`src/rtl/uart_pkg.sv`:
```
// Shared UART definitions: receiver state encoding, oversampling constants and
// the baud divisor calculation used by both the receiver and the transmitter.
package uart_pkg;

  typedef enum logic [1:0] {
    RX_IDLE  = 2'd0,
    RX_START = 2'd1,
    RX_DATA  = 2'd2,
    RX_STOP  = 2'd3
  } rx_state_t;

  localparam int OVERSAMPLE = 16;
  localparam int MID_SAMPLE = 7;

  // Clock cycles per oversample tick, truncated.
  function automatic int uart_div(input int clk_freq, input int baud);
    return clk_freq / (baud * OVERSAMPLE);
  endfunction

endpackage

```
`src/rtl/baud_tick_gen.sv`:
```
// Free-running divider producing a one-cycle tick every DIV clocks.
// Never realigned to the line, so it can be shared with the transmitter.
module baud_tick_gen #(
  parameter int DIV = 27
) (
  input  logic clk,
  input  logic rst,
  output logic tick
);

  localparam int CW = (DIV > 1) ? $clog2(DIV) : 1;
  localparam logic [CW-1:0] TOP = CW'(DIV - 1);

  logic [CW-1:0] cnt;

  always_ff @(posedge clk) begin
    if (rst)             cnt <= '0;
    else if (cnt == TOP) cnt <= '0;
    else                 cnt <= cnt + CW'(1);
  end

  assign tick = (cnt == TOP);

endmodule

```
`src/rtl/uart_rx_core.sv`:
```
// 8N1 UART receiver with 16x oversampling. Completed bytes are held with
// sticky ready/overrun/frame-error flags until the CPU pulses clear_i.
module uart_rx_core
  import uart_pkg::*;
#(
  parameter int CLK_FREQ = 50_000_000,
  parameter int BAUD     = 115200
) (
  input  logic       clk,
  input  logic       rst,
  input  logic       rxd,
  input  logic       clear_i,
  output logic [7:0] data_o,
  output logic       ready_o,
  output logic       overrun_o,
  output logic       frame_err_o
);

  localparam int DIV = uart_div(CLK_FREQ, BAUD);
  localparam logic [3:0] SMP_MID  = 4'(MID_SAMPLE);
  localparam logic [3:0] SMP_LAST = 4'(OVERSAMPLE - 1);

  generate
    if (DIV < 1) begin : g_bad_div
      $error("uart_rx_core: CLK_FREQ too low for BAUD (DIV < 1)");
    end
  endgenerate

  logic       tick;
  logic [1:0] sync;
  logic       rx_s;
  rx_state_t  state;
  logic [3:0] sample;
  logic [2:0] bitcnt;
  logic [7:0] shreg;
  logic       armed;

  baud_tick_gen #(.DIV(DIV)) u_tick (
    .clk  (clk),
    .rst  (rst),
    .tick (tick)
  );

  always_ff @(posedge clk) begin
    if (rst) sync <= 2'b11;
    else     sync <= {sync[0], rxd};
  end

  assign rx_s = sync[1];

  always_ff @(posedge clk) begin
    if (rst) begin
      state       <= RX_IDLE;
      sample      <= '0;
      bitcnt      <= '0;
      shreg       <= '0;
      armed       <= 1'b0;
      data_o      <= '0;
      ready_o     <= 1'b0;
      overrun_o   <= 1'b0;
      frame_err_o <= 1'b0;
    end else begin
      // Acknowledge only acts on a pending byte; completion below overrides it.
      if (clear_i && ready_o) begin
        ready_o     <= 1'b0;
        overrun_o   <= 1'b0;
        frame_err_o <= 1'b0;
      end
      if (tick) begin
        sample <= sample + 4'd1;
        case (state)
          RX_IDLE: begin
            sample <= '0;
            // Arming is only refreshed while idle, so a line still low after
            // a frame error must go high again before a new start counts.
            if (armed && !rx_s) begin
              state <= RX_START;
              armed <= 1'b0;
            end else if (rx_s) begin
              armed <= 1'b1;
            end
          end
          RX_START: begin
            if (sample == SMP_MID) begin
              if (!rx_s) begin
                state  <= RX_DATA;
                sample <= '0;
                bitcnt <= '0;
              end else begin
                state <= RX_IDLE;
              end
            end
          end
          RX_DATA: begin
            if (sample == SMP_LAST) begin
              shreg <= {rx_s, shreg[7:1]};
              if (bitcnt == 3'd7) state  <= RX_STOP;
              else                bitcnt <= bitcnt + 3'd1;
            end
          end
          RX_STOP: begin
            if (sample == SMP_LAST) begin
              state <= RX_IDLE;
              if (rx_s) begin
                data_o    <= shreg;
                ready_o   <= 1'b1;
                overrun_o <= overrun_o | (ready_o & ~clear_i);
              end else begin
                frame_err_o <= 1'b1;
              end
            end
          end
          default: state <= RX_IDLE;
        endcase
      end
    end
  end

endmodule

```
`config.mk`:
```
export PLATFORM = sky130hd
export DESIGN_NAME = uart_rx_core
export DESIGN_NICKNAME = d
export VERILOG_FILES = /design/src/rtl/uart_pkg.sv /design/src/rtl/baud_tick_gen.sv /design/src/rtl/uart_rx_core.sv
export SDC_FILE = /design/constraint.sdc
export NUM_CORES = 1
export LEC_CHECK = 0
export CORE_UTILIZATION = 29
export CTS_CLUSTER_DIAMETER = 60
export DETAILED_ROUTE_END_ITERATION = 12
export GPL_ROUTABILITY_DRIVEN = 0
export GPL_TIMING_DRIVEN = 0
export PLACE_DENSITY = 0.55
export SYNTH_ARGS = -nofsm -noshare
export SYNTH_HDL_FRONTEND = slang
export SYNTH_SLANG_ARGS = --single-unit
```
`constraint.sdc`:
```
create_clock -name clk -period 4.8 [get_ports clk]
set_clock_uncertainty 0.1 [all_clocks]
set_input_delay 0.96 -clock clk [delete_from_list [all_inputs] [get_ports clk]]
set_output_delay 0.96 -clock clk [all_outputs]
set_load 0.1 [all_outputs]
```
==> results of run 1 <==
-- logic make-up (layout without fill, tap and decap cells) --
logic type	after synthesis	after routing
adders and majority gates	5	5
muxes	9	9
DFF	36	36
xor gates and xnor gates	3	3
and+or+nand+nor	68	68
buffers and inverters	16	37
AOI/OAI and AO/OA	34	34
-- sequential cells by signal, summed over array words and instances, names as in the netlist, named ones only --
name,count
armed,1
shreg,8
data_o,8
state,1
bitcnt,3
u_tick.cnt,5
ready_o,1
frame_err_o,1
sync,2
sample,4
overrun_o,1
-- through the flow --
stage,worst slack [ns],cells
6_report,1.94,262
5_1_grt,1.87,262
4_1_cts,1.92,262
3_5_place_dp,2.24,254
3_3_place_gp,2.24,254
2_1_floorplan,2.78,171
-- worst reg2reg max path: cells and delay by family (launching register included) --
family,cells,cell delay (ns)
AO/OA/AOI/OAI,2,0.25
adder cells (fa/ha/maj),2,0.41
AND/OR/NAND/NOR,2,0.75
flip-flops,1,0.33
-- layer usage --
layer | vias to the layer above | part of all wire [%]
li1 | 653 | -
met5 | - | 0
met2 | 15 | 43
met3 | 2 | 3.5
met4 | 0 | 1.3
met1 | 558 | 52
-- layout make-up --
class / count / area [um2] / area share (%)
flip-flops and latches: 36 / 721 / 37.9
well taps: 70 / 87.6 / 4.60
inverters: 5 / 18.8 / 0.986
repair buffers: 13 / 130 / 6.84
clock buffers: 5 / 68.8 / 3.62
plain buffers: 11 / 66.3 / 3.48
multi-input cells: 119 / 792 / 41.6
clock inverters: 3 / 18.8 / 0.986
-- cells in the final DEF, fill, tap and decap left out, types with 4 or more instances in the layout --
master / instances
nor3_1: 5
mux2i_1: 9
clkbuf_8: 5
nor2_1: 14
clkdlybuf4s50_1: 13
inv_1: 4
nand2_1: 17
a21oi_1: 19
nand3_1: 12
ha_1: 5
clkbuf_1: 5
dfxtp_1: 36
-- path summary, 6_finish.rpt --
| kind | slack, ns | end | startpoint |
|---|---|---|---|
| worst max-delay path | 1.94 | ready_o | ready_o |
| worst min-delay path | 0.31 | sync[1] | sync[0] |
| worst max register to register | 2.91 | bitcnt[0] | bitcnt[0] |
| worst min register to register | 0.31 | sync[1] | sync[0] |
-- cells in the mapped netlist, types with 2 or more instances --
cell type	count	share of area, %
a21oi_1	19	6.0
nor3_1	5	1.6
nand4_1	2	0.78
clkbuf_1	5	1.2
o2111ai_1	2	1.1
or2_2	2	0.78
nand2_1	17	4.0
a31oi_1	2	0.78
nor2b_1	2	0.78
xnor2_1	2	1.1
nor2_1	14	3.3
dfxtp_1	36	45
nand3_1	12	3.8
buf_6	2	1.4
ha_1	5	3.9
buf_4	2	0.94
mux2i_1	9	5.6
a311oi_1	2	1.1
inv_1	4	0.94
buf_2	2	0.63
o21ai_0	2	0.63
-- report_power, final --
group | total, mW | internal, mW | switching [mW] | leakage [nW]
clock | 0.212 | 0.101 | 0.111 | 0.0479
sequential | 0.305 | 0.301 | 0.00323 | 0.291
combinational | 0.0148 | 0.00600 | 0.00877 | 0.325
==> impl_results.html, run 1 <==
<table>
<tr><th>Metric</th><th>Value</th></tr>
<tr><th colspan="2">Die</th></tr>
<tr><td>Die Footprint</td><td>about 5800 um2</td></tr>
<tr><td>Initial core utilization</td><td>30.7%</td></tr>
<tr><td>DIE WIDTH</td><td>76.2 um</td></tr>
<tr><td>IO Count</td><td>15</td></tr>
<tr><td>Area of the core</td><td>around 5200 um2</td></tr>
<tr><td># rows</td><td>26</td></tr>
<tr><td>Height of the die</td><td>76.2 um</td></tr>
<tr><th colspan="2">Setup path</th></tr>
<tr><td>Delay of the slowest cell on the worst path</td><td>1.15 ns</td></tr>
<tr><td>Cell with the largest stage delay on the worst path</td><td>clkdlybuf4s50_1</td></tr>
<tr><td>Worst path depth</td><td>1</td></tr>
<tr><td>Critical path data required time</td><td>approximately 3.7 ns</td></tr>
<tr><td>Count of buffer and inverter cells on the critical path</td><td>1</td></tr>
<tr><td>Reg2Reg Depth</td><td>6</td></tr>
<tr><td>Crit path capture type</td><td>primary output</td></tr>
<tr><td>Signal arrival time at the worst endpoint</td><td>roughly 1.8 ns</td></tr>
<tr><td>Crit path cell chain</td><td>clkdlybuf4s50_1</td></tr>
<tr><td>Start-to-end type of the worst setup path</td><td>register to primary output</td></tr>
<tr><td>Startpoint type of the worst setup path</td><td>register</td></tr>
<tr><td>Kind of cell with the highest combined delay on the critical path</td><td>buffers and inverters</td></tr>
<tr><td>Maximum fanout encountered on the critical timing path</td><td>4</td></tr>
<tr><th colspan="2">Yosys</th></tr>
<tr><td>Net count of the mapped netlist</td><td>180</td></tr>
<tr><td>Sequential area share after synthesis</td><td>45.1%</td></tr>
<tr><td>Asr flop ratio synth</td><td>0%</td></tr>
<tr><td>Share of the synthesized area in compound gates (AO/OA/AOI/OAI)</td><td>between 10% and 20%</td></tr>
<tr><td>Fraction of synthesized area in multiplexers</td><td>under 10%</td></tr>
<tr><td>Predominant post-synthesis flop cell</td><td>dfxtp_1</td></tr>
<tr><td>Mean post-synth cell area</td><td>9.34 um2</td></tr>
<tr><td>Xor and xnor area share after synthesis</td><td>1.64%</td></tr>
<tr><td>Post-Syn Area</td><td>roughly 1600 um2</td></tr>
<tr><td>EDFF count, synth</td><td>0</td></tr>
<tr><td>Adder-cell share of the synthesized area</td><td>around 3.9%</td></tr>
<tr><td>Synth Register Bits</td><td>36</td></tr>
<tr><td>YS warnings</td><td>0</td></tr>
<tr><td>Yosys cell types</td><td>44</td></tr>
<tr><td>Main combinational cell family by area after synthesis</td><td>simple AND/OR/NAND/NOR gates</td></tr>
<tr><td>Basic-gate share of the synthesized area counting and, or, nand and nor cells</td><td>24.6%</td></tr>
<tr><td>Number of instances in the synthesized netlist</td><td>about 170</td></tr>
<tr><th colspan="2">STA</th></tr>
<tr><td>Worst-margin pin slew</td><td>around 1 ns</td></tr>
<tr><td>Hold Fails Final Rpt</td><td>0</td></tr>
<tr><td>Final Max Tran Viols</td><td>0</td></tr>
<tr><td>Setup repair after global routing missed its margin</td><td>no</td></tr>
<tr><td>Setup-failing EPs final</td><td>0</td></tr>
<tr><td>Max frequency</td><td>between 300 and 400 MHz</td></tr>
<tr><td>Portion of the clock cycle consumed by the worst path in the final layout</td><td>59.7%</td></tr>
<tr><td>Final total negative setup slack</td><td>0 ns</td></tr>
<tr><td>WHS</td><td>a little over 0.3 ns</td></tr>
<tr><td>Post-layout minimum cycle time</td><td>about 2.9 ns</td></tr>
<tr><td>Worst relative slew slack</td><td>roughly 35%</td></tr>
<tr><th colspan="2">Global routing</th></tr>
<tr><td>Number of global-route vias before repair</td><td>roughly 1,200</td></tr>
<tr><td>Global-route wire length before repair</td><td>between 5000 and 6000 um</td></tr>
<tr><td>GR Util All Layers</td><td>roughly an eighth</td></tr>
<tr><td>Antenna violations before repair</td><td>0</td></tr>
<tr><td>GR Util met2</td><td>18.6%</td></tr>
<tr><td>Grt ovf</td><td>0</td></tr>
<tr><td>Global-route met1 utilization</td><td>between 10% and 20%</td></tr>
<tr><td>Pin count of the biggest net entering global routing</td><td>13</td></tr>
<tr><td>Layer carrying the most global-route usage</td><td>met2</td></tr>
<tr><td>Fraction of met3 tracks used by global routing</td><td>roughly 4.3%</td></tr>
<tr><th colspan="2">Detailed routing</th></tr>
<tr><td>Total via count in the routed design</td><td>approximately 1,200</td></tr>
<tr><td>Post-route antenna net violation count</td><td>0</td></tr>
<tr><td>Post-detailed-route wirelength per cell</td><td>about 12 um</td></tr>
<tr><td>Number of remaining DRC errors</td><td>0</td></tr>
<tr><td>Via density per instance</td><td>between 4 and 5</td></tr>
<tr><td>Number of search-and-repair iterations in the first detailed-routing pass</td><td>4</td></tr>
<tr><td>First-iteration detailed-routing DRC count</td><td>44</td></tr>
<tr><td>Drt total wl</td><td>approximately 3200 um</td></tr>
<tr><th colspan="2">Finish</th></tr>
<tr><td>Final standard cell area without fillers</td><td>around 1900 um2</td></tr>
<tr><td>Post-layout nets</td><td>200</td></tr>
<tr><td>Synth-to-layout area growth</td><td>19.1%</td></tr>
<tr><td>Core Util, Final</td><td>36.6%</td></tr>
<tr><td>Layout filler cell count</td><td>567</td></tr>
<tr><td>Ratio of cells with drive above 1 in the final layout</td><td>11.5%</td></tr>
<tr><td>Inserted Diodes</td><td>0</td></tr>
<tr><th colspan="2">Placement</th></tr>
<tr><td>Placed standard-cell area</td><td>1820 um2</td></tr>
<tr><td>Detailed-placement wirelength estimate</td><td>2220 um</td></tr>
<tr><td>Count of buffers inserted at the top-level ports</td><td>13</td></tr>
<tr><th colspan="2">Clock network</th></tr>
<tr><td>H-tree depth</td><td>2</td></tr>
<tr><td>CTS clock-pin slew for the worst setup and hold paths</td><td>0.08 ns</td></tr>
<tr><td>Number of gates resized after cts</td><td>0</td></tr>
<tr><td>Clock tree from TritonCTS</td><td>built</td></tr>
<tr><td>Clock latency of the later-clocked register in the worst-skew pair</td><td>0.29 ns</td></tr>
<tr><td>Max Root-Sink Buffers</td><td>2</td></tr>
<tr><td>Setup Fix Bufs, Post-CTS</td><td>0</td></tr>
<tr><td>Total CTS buffers</td><td>5</td></tr>
<tr><td>Hold buffers post-CTS</td><td>0</td></tr>
<tr><td>Count of clock tree sinks</td><td>36</td></tr>
<tr><td>Cell at the root of the clock tree</td><td>clkbuf_8</td></tr>
<tr><th colspan="2">Min path</th></tr>
<tr><td>Class of the tightest hold or removal check</td><td>register to register</td></tr>
<tr><td>Min-Delay Path Depth</td><td>1</td></tr>
<tr><th colspan="2">Pwr</th></tr>
<tr><td>Leakage Power</td><td>0.664 nW</td></tr>
<tr><td>Pwr Density</td><td>between 200 and 300 nW/um2</td></tr>
<tr><td>Total Power</td><td>~0.53 mW</td></tr>
<tr><td>Largest vdd supply drop</td><td>around 170 uV</td></tr>
<tr><th colspan="2">Run status</th></tr>
<tr><td>Outcome</td><td>completed</td></tr>
<tr><th colspan="2">Run</th></tr>
<tr><td>Number of maximum-capacitance violations</td><td>0</td></tr>
</table>
No activity file was read; power rests on OpenSTA's default activity.
==> run 2, diff against run 1 <==
- PLACE_DENSITY: 0.55 -> 0.57
- clock period: 4.8 -> 2.54 ns (I/O delays scaled with it)
==> run 2 against run 1 <==
  * Via count up 2.8%
  * Global-route usage down 0.32 points
  * Combinational power up 88%
  * Routed wire length up 0.41%
  * Worst hold slack better by 0.0046 ns
  * Final area up 0.33%
  * First-iteration DRC count up 61%
  * Cell count unchanged
  * Critical path depth unchanged
  * Die area unchanged
  * Critical path type unchanged
  * Largest cell class unchanged
  * Highest routed layer unchanged
==> impl_results.html, run 2 (synthesized netlist as in run 1, its figures left out) <==
<table>
<tr><th>Metric</th><th>Value</th></tr>
<tr><th colspan="2">Setup path</th></tr>
<tr><td>Startpoint type of the worst setup path</td><td>register</td></tr>
<tr><td>Count of buffer and inverter cells on the critical path</td><td>1</td></tr>
<tr><td>Kind of cell with the highest combined delay on the critical path</td><td>buffers and inverters</td></tr>
<tr><td>Critical path data required time</td><td>around 1.9 ns</td></tr>
<tr><td>Reg2Reg Depth</td><td>6</td></tr>
<tr><td>Delay of the slowest cell on the worst path</td><td>roughly 1.2 ns</td></tr>
<tr><td>Crit path capture type</td><td>primary output</td></tr>
<tr><td>Worst path depth</td><td>1</td></tr>
<tr><td>Cell with the largest stage delay on the worst path</td><td>clkdlybuf4s50_1</td></tr>
<tr><td>Crit path cell chain</td><td>clkdlybuf4s50_1</td></tr>
<tr><td>Maximum fanout encountered on the critical timing path</td><td>4</td></tr>
<tr><td>Signal arrival time at the worst endpoint</td><td>1.81 ns</td></tr>
<tr><td>Start-to-end type of the worst setup path</td><td>register to primary output</td></tr>
<tr><th colspan="2">Die</th></tr>
<tr><td># rows</td><td>26</td></tr>
<tr><td>IO Count</td><td>15</td></tr>
<tr><td>Area of the core</td><td>5200 um2</td></tr>
<tr><td>Height of the die</td><td>between 70 and 80 um</td></tr>
<tr><td>Die Footprint</td><td>roughly 5800 um2</td></tr>
<tr><td>DIE WIDTH</td><td>76.2 um</td></tr>
<tr><td>Initial core utilization</td><td>30.7%</td></tr>
<tr><th colspan="2">Finish</th></tr>
<tr><td>Top flop regs</td><td>data_o: 8 flops, shreg: 8 flops, u_tick.cnt: 5 flops</td></tr>
<tr><td>Ratio of cells with drive above 1 in the final layout</td><td>roughly 11%</td></tr>
<tr><td>Post-layout nets</td><td>200</td></tr>
<tr><td>Synth-to-layout area growth</td><td>19.5%</td></tr>
<tr><td>Cell Count, Final, Fillers Out</td><td>262</td></tr>
<tr><td>Inserted Diodes</td><td>0</td></tr>
<tr><td>Commonest cells after routing, fill and taps aside</td><td>36 x dfxtp_1, 19 x a21oi_1, 17 x nand2_1, 14 x nor2_1, 13 x clkdlybuf4s50_1</td></tr>
<tr><td>Most frequent standard cell in the layout excluding fill and tap cells</td><td>dfxtp_1</td></tr>
<tr><th colspan="2">Clock network</th></tr>
<tr><td>Setup Fix Bufs, Post-CTS</td><td>0</td></tr>
<tr><td>Total CTS buffers</td><td>5</td></tr>
<tr><td>Number of gates resized after cts</td><td>0</td></tr>
<tr><td>CTS clock-pin slew for the worst setup and hold paths</td><td>about 0.07 ns</td></tr>
<tr><td>Cell at the root of the clock tree</td><td>clkbuf_8</td></tr>
<tr><td>Count of clock tree sinks</td><td>36</td></tr>
<tr><td>Clock tree from TritonCTS</td><td>built</td></tr>
<tr><td>Clock latency of the later-clocked register in the worst-skew pair</td><td>around 0.28 ns</td></tr>
<tr><td>Max Root-Sink Buffers</td><td>2</td></tr>
<tr><td>H-tree depth</td><td>2</td></tr>
<tr><td>Hold buffers post-CTS</td><td>0</td></tr>
<tr><th colspan="2">STA</th></tr>
<tr><td>Setup repair after global routing missed its margin</td><td>no</td></tr>
<tr><td>Setup-failing EPs final</td><td>0</td></tr>
<tr><td>Final Max Tran Viols</td><td>0</td></tr>
<tr><td>Worst relative slew slack</td><td>between 30% and 40%</td></tr>
<tr><td>Worst-margin pin slew</td><td>just under 1 ns</td></tr>
<tr><td>Hold Fails Final Rpt</td><td>0</td></tr>
<tr><td>Post-layout minimum cycle time</td><td>2.42 ns</td></tr>
<tr><td>Worst-case setup margin in the final layout</td><td>about 0.12 ns</td></tr>
<tr><td>Max frequency</td><td>about 410 MHz</td></tr>
<tr><td>Final total negative setup slack</td><td>0 ns</td></tr>
<tr><td>Portion of the clock cycle consumed by the worst path in the final layout</td><td>a little over nine tenths</td></tr>
<tr><th colspan="2">Placement</th></tr>
<tr><td>Detailed-placement wirelength estimate</td><td>between 2000 and 2500 um</td></tr>
<tr><td>Cell Count Post-Placement</td><td>between 200 and 300</td></tr>
<tr><td>Setup slack at placement</td><td>roughly 0.42 ns</td></tr>
<tr><td>Count of buffers inserted at the top-level ports</td><td>13</td></tr>
<tr><th colspan="2">Detailed routing</th></tr>
<tr><td>Post-detailed-route wirelength per cell</td><td>12.2 um</td></tr>
<tr><td>Post-route antenna net violation count</td><td>0</td></tr>
<tr><td>First-iteration detailed-routing DRC count</td><td>between 70 and 80</td></tr>
<tr><td>Number of remaining DRC errors</td><td>0</td></tr>
<tr><td>Number of search-and-repair iterations in the first detailed-routing pass</td><td>4</td></tr>
<tr><td>Total via count in the routed design</td><td>~1,300</td></tr>
<tr><td>Via density per instance</td><td>4.82</td></tr>
<tr><td>Drt total wl</td><td>3200 um</td></tr>
<tr><th colspan="2">Pwr</th></tr>
<tr><td>Largest vdd supply drop</td><td>around 310 uV</td></tr>
<tr><td>Pwr Density</td><td>between 500 and 600 nW/um2</td></tr>
<tr><td>Leakage Power</td><td>between 0.6 and 0.7 nW</td></tr>
<tr><th colspan="2">Global routing</th></tr>
<tr><td>Antenna violations before repair</td><td>0</td></tr>
<tr><td>GR Util All Layers</td><td>between 10% and 20%</td></tr>
<tr><td>Number of global-route vias before repair</td><td>around 1,200</td></tr>
<tr><td>Pin count of the biggest net entering global routing</td><td>12</td></tr>
<tr><td>Grt ovf</td><td>0</td></tr>
<tr><td>Global-route wire length before repair</td><td>between 5000 and 6000 um</td></tr>
<tr><th colspan="2">Run</th></tr>
<tr><td>Number of maximum-capacitance violations</td><td>0</td></tr>
<tr><th colspan="2">Min path</th></tr>
<tr><td>Class of the tightest hold or removal check</td><td>register to register</td></tr>
<tr><td>Min-Delay Path Depth</td><td>1</td></tr>
<tr><th colspan="2">Run status</th></tr>
<tr><td>Outcome</td><td>completed</td></tr>
</table>
run 2: cell count changes in the layout (fill, tap and decap cells not counted):
cell and delta:
clkbuf_1 +1, clkbuf_8 +1, clkinv_2 -2, clkinv_4 -1, clkinvlp_4 +1
run 2: worst paths after layout:
| kind | from | end | slack [ns] |
|---|---|---|---|
| min reg2reg | sync[0] | sync[1] | 0.32 |
| max | ready_o | ready_o | 0.12 |
| max reg2reg | bitcnt[0] | bitcnt[0] | 0.67 |
| min | sync[0] | sync[1] | 0.32 |
run 2: report_power, final:
group	internal, mW	leakage (nW)	switching (mW)
combinational	0.0114	0.325	0.0165
sequential	0.570	0.291	0.00598
clock	0.220	0.0445	0.205
run 2: area by class of cell:
| type | instances | area (um2) |
|---|---|---|
| buffer | 11 | 66.3 |
| clock buffer | 7 | 86.3 |
| clock inverter | 1 | 7.51 |
| fill | 556 | 3300 |
| inverter | 5 | 18.8 |
| multi-input combinational | 119 | 792 |
| sequential | 36 | 721 |
| tap | 70 | 87.6 |
| timing repair buffer | 13 | 130 |
run 2: metal layers:
layer | GRT usage, % | wire length [um]
met5 | 0 | 0
met3 | 2.87 | 68
met1 | 16.8 | 1750
met4 | 5.19 | 45
met2 | 17.8 | 1340
run 2: worst register-to-register path: cells and delay by family, from the launching register on:
family | cells | cell delay [ns]
simple gates | 2 | 0.75
fa+ha+maj | 2 | 0.40
compound gates | 2 | 0.24
flops | 1 | 0.33
run 2: stage by stage:
step	power, mW	cell area [um2]	hold WS, ns	utilization (%)
detailed placement	0.617	1820	0.297	34.9
finish	1.03	1910	0.316	36.7
global route	1.06	1910	0.338	36.7
floorplan	0.607	1600	0.289	-
CTS	1.04	1910	0.321	36.7
global placement	0.616	1820	0.297	34.9
